`src/rtl/toggle_handshake_responder.sv`:
```
// Toggle-based request/acknowledge responder: synchronizes an asynchronous request
// toggle, captures the payload, and acknowledges by toggling ack_t after the consumer takes it.
module toggle_handshake_responder #(
    parameter int DW          = 8,
    parameter int SYNC_STAGES = 2
) (
    input  logic          clk,
    input  logic          rst,
    input  logic          en,
    input  logic          req_t,
    input  logic [DW-1:0] data_in,
    input  logic          rdy,
    output logic [DW-1:0] data_out,
    output logic          valid,
    output logic          ack_t,
    output logic [7:0]    toggle_cnt,
    output logic          err
);

    typedef enum logic {
        IDLE,
        VALID
    } state_t;

    state_t                 state_q, state_d;
    logic [SYNC_STAGES-1:0] sync_q;
    logic                   req_s;
    logic                   req_ref_q, req_ref_d;
    logic [DW-1:0]          data_q, data_d;
    logic                   ack_q, ack_d;
    logic [7:0]             cnt_q, cnt_d;
    logic                   err_q, err_d;
    logic                   tog;

    assign req_s = sync_q[SYNC_STAGES-1];
    assign tog   = req_s ^ req_ref_q;

    always_ff @(posedge clk or posedge rst) begin
        if (rst) begin
            sync_q    <= '0;
            state_q   <= IDLE;
            req_ref_q <= 1'b0;
            data_q    <= '0;
            ack_q     <= 1'b0;
            cnt_q     <= '0;
            err_q     <= 1'b0;
        end else begin
            sync_q    <= {sync_q[SYNC_STAGES-2:0], req_t};
            state_q   <= state_d;
            req_ref_q <= req_ref_d;
            data_q    <= data_d;
            ack_q     <= ack_d;
            cnt_q     <= cnt_d;
            err_q     <= err_d;
        end
    end

    always_comb begin
        state_d   = state_q;
        req_ref_d = req_ref_q;
        data_d    = data_q;
        ack_d     = ack_q;
        cnt_d     = cnt_q;
        err_d     = err_q;
        unique case (state_q)
            IDLE: begin
                if (en && tog) begin
                    data_d    = data_in;
                    req_ref_d = req_s;
                    state_d   = VALID;
                end
            end
            VALID: begin
                // A new toggle while busy is dropped and flagged; completion still proceeds.
                if (tog) begin
                    err_d     = 1'b1;
                    req_ref_d = req_s;
                end
                if (rdy) begin
                    state_d = IDLE;
                    ack_d   = ~ack_q;
                    cnt_d   = cnt_q + 8'd1;
                end
            end
            default: state_d = IDLE;
        endcase
    end

    assign data_out   = data_q;
    assign valid      = (state_q == VALID);
    assign ack_t      = ack_q;
    assign toggle_cnt = cnt_q;
    assign err        = err_q;

endmodule
```
`config.mk`:
```
export PLATFORM = sky130hd
export DESIGN_NAME = toggle_handshake_responder
export DESIGN_NICKNAME = d
export VERILOG_FILES = /design/src/rtl/toggle_handshake_responder.sv
export SDC_FILE = /design/constraint.sdc
export NUM_CORES = 1
export LEC_CHECK = 0
export CAP_MARGIN = 20
export CORE_MARGIN = 2
export CORE_UTILIZATION = 28
export DETAILED_ROUTE_END_ITERATION = 16
export GPL_ROUTABILITY_DRIVEN = 0
export PLACE_DENSITY_LB_ADDON = 0.3
export SYNTH_ARGS = -nofsm -noshare
export SYNTH_HDL_FRONTEND = slang
export SYNTH_SLANG_ARGS = --single-unit
```
`constraint.sdc`:
```
create_clock -name clk -period 2.7 [get_ports clk]
set_input_delay 0.405 -clock clk [delete_from_list [all_inputs] [get_ports clk]]
set_output_delay 0.405 -clock clk [all_outputs]
set_load 0.02 [all_outputs]
```
==> results.cfg <==
[route]
drtAntennaViolNets = 0
detailroute.via_count = 572
drt_pass1_iterations = 4
wirelength_routed_mm = 1.56
avgViaCountPerCell = 4.14
wire_per_inst_microns = 11.3
detail_route.iter0.violations = 13
drt_drc_violations_left = 0

[synthesis]
synth_top_cells_by_count = sky130_fd_sc_hd__dfrtp_1 (22), sky130_fd_sc_hd__mux2_4 (8), sky130_fd_sc_hd__xnor2_1 (6)
synth.top_cells.by_area = sky130_fd_sc_hd__dfrtp_1 (62%), sky130_fd_sc_hd__mux2_4 (14%), sky130_fd_sc_hd__xnor2_1 (5.9%)
synth_enable_flop_cells = 0
yosysTopAreaCellShare = 0.621
number_of_nets_produced_by_synthesis = 74
synth_largest_area_cell = sky130_fd_sc_hd__dfrtp_1
ys_ff_latch = 22
postSynthCellCount = 60
synth_cell_type_count = 17
ys.flop_type = sky130_fd_sc_hd__dfrtp_1
synth.avg_cell_area_sq_um = 14.8
yosysSeqAreaShare = 0.621
yosys_warnings = 0
yosys.cell_count.top_type = sky130_fd_sc_hd__dfrtp_1
ys_async_rst_share = 1.00
post_synth_instance_area_sq_um = 887

[die]
core_region_area_sq_mm = 0.00303
die-area_sq_mm = 0.00363
dieWidth_microns = 60.3
boundaryPins = 32
num_rows = 20
fp.dieH_microns = 60.3
floorplan.initialDensity = 0.293

[cells_and_area]
areaGrowthSynthToFinish_pct = 44.0
post_route_cells_drive_above_1_share = 0.170
layout.nets = 109
layout_filler_cell_count = 316
antenna_cells_inserted = 0
finalCoreUtilization = 0.422
fin_cells = 138
postLayoutCellArea_sq_mm = 0.00128

[cts]
clkTransAtPathRegs_ns = 0.12
cts.path.max_buffers = 2
cts_buffers = 3
postCtsSetupRepairBufs = 0
cts-hold-fix-buffers = 0
post_cts.resized_instances = 0
clock-sinks = 22
htree_num_levels = 1
cts_tree = built
cts.root.buffer_cell = sky130_fd_sc_hd__clkbuf_4
clk-insertion-delay-late_ns = 0.30

[setup_path]
category_of_the_worst_setup_path_launch_point = flop
worst-path-max-fanout = 8
r2r-start = req_ref_q
cp_cell_sequence = clkdlybuf4s50_1
critical_path.endpoint_type = primary output
regToRegSetupSlack_ns = 1.12
critical_path_cell_count = 1
worst_path_dominant_cell_family = buffers and inverters
critical_path.slowest_cell = sky130_fd_sc_hd__clkdlybuf4s50_1
worst_r2r_path_depth = 3
crit_buf_inv = 1
timing_worst_setup_path_type = flop to primary output
worst_r2r_endpoint = data_out[7]
arrival_ns = 1.46
timing.critical_path.slowest_cell_delay_ns = 0.66
cp_data_required_time_ns = 2.30

[sta]
tns_ns = 0
finalHoldWorstSlack_ns = 0.361
finalSetupViolations = 0
final.setup_skew_ns = 0.00449
maxSlewHeadroom = 0.461
min_period_ns = 1.86
worst_slew_pin_slew_ns = 0.808
period_share = 0.689
rsz0062_at_grt = no
postLayoutSetupSlackWorst_ns = 0.838
achievable-frequency_ghz = 0.537
timing.final.max_slew_violations = 0
final_hold_viol_count = 0

[power_and_ir_drop]
power_density_mw_per_mm2 = 975
vdd_ir_drop_max_v = 0.000361
total_power_mw = 1.25
power.leakage_nw = 0.561

[placed_design]
port_buffers = 31
dpl_worst_slack_ns = 0.792
placement.cell_area_sq_mm = 0.00124
place.detailed.instances = 134
place.detailed.hpwl_mm = 1.14

[hold_path]
worstHoldEndpoint = sync_q[1]
timing.hold.worst.class = flop to flop
hold_path_startpoint = sync_q[0]
hold_path_cell_cnt = 0

[global_route]
initial_antenna_violation_count = 0
maximum_number_of_pins_on_one_net_before_global_route_repair = 23
grt_use_total = 0.0911
global_route.overflow_total = 0
grt_pass1_vias = 556
first_pass_grt_wire_length_mm = 2.41

[job]
cap_violations = 0

[status]
outcome = finished, final reports clean
## state kept, by name, summed over array words and instances (netlist names)
name	count
toggle_cnt	8
ack_t	1
sync_q	2
data_out	8
valid	1
req_ref_q	1
err	1
## final cells by class
type	count	area, sq um	area share
Clock buffer	4	36.3	0.0284
Inverter	2	7.51	0.00588
Multi-Input combinational cell	35	318	0.249
Sequential cell	22	551	0.431
Tap cell	44	55.1	0.0431
Timing Repair Buffer	31	310	0.243
## layout by cell type, fill, tap and decap left out
master                            netlist  routed
sky130_fd_sc_hd__nand2_1                5       5
sky130_fd_sc_hd__clkbuf_4               0       3
sky130_fd_sc_hd__nand4_1                1       1
sky130_fd_sc_hd__nor2_1                 2       2
sky130_fd_sc_hd__clkdlybuf4s50_1        0      31
sky130_fd_sc_hd__and4_1                 1       1
sky130_fd_sc_hd__and3_1                 1       1
sky130_fd_sc_hd__a21o_2                 2       2
sky130_fd_sc_hd__and3b_1                1       1
sky130_fd_sc_hd__ha_1                   1       1
sky130_fd_sc_hd__xnor2_1                6       6
sky130_fd_sc_hd__mux2_4                 8       8
sky130_fd_sc_hd__inv_1                  2       2
sky130_fd_sc_hd__clkbuf_8               0       1
sky130_fd_sc_hd__xor2_1                 3       3
sky130_fd_sc_hd__dfrtp_1               22      22
sky130_fd_sc_hd__mux2_2                 2       2
sky130_fd_sc_hd__nor3_1                 1       1
sky130_fd_sc_hd__nand3_1                1       1
## worst max path at each step
stage	start	to	slack, ns
2_1_floorplan	valid	data_out[0]	1.39
3_3_place_gp	en	data_out[3]	0.87
3_5_place_dp	en	data_out[3]	0.79
4_1_cts	valid	valid	0.82
5_1_grt	valid	valid	0.77
6_report	valid	valid	0.84
## report_power, final
group	internal (mW)	leakage (nW)	switching (mW)
clock	0.0822	0.0210	0.0930
combinational	0.314	0.274	0.235
sequential	0.437	0.266	0.0845
## cells by family (layout without fill, tap and decap cells)
| logic type | after synthesis | count (layout) | share of synthesized area |
|---|---|---|---|
| fa+ha+maj | 1 | 1 | 0.0141 |
| compound gates | 2 | 2 | 0.0197 |
| mux | 10 | 10 | 0.161 |
| xor+xnor | 9 | 9 | 0.0889 |
| flops | 22 | 22 | 0.621 |
| simple gates | 13 | 13 | 0.0748 |
| buf+inv | 3 | 37 | 0.0212 |
## per-layer routing
metal	track usage	wire length [microns]
met5	0	0
met3	0.0195	113
met4	0.0667	0
met1	0.110	688
met2	0.141	762
No activity file was read; power rests on OpenSTA's default activity.
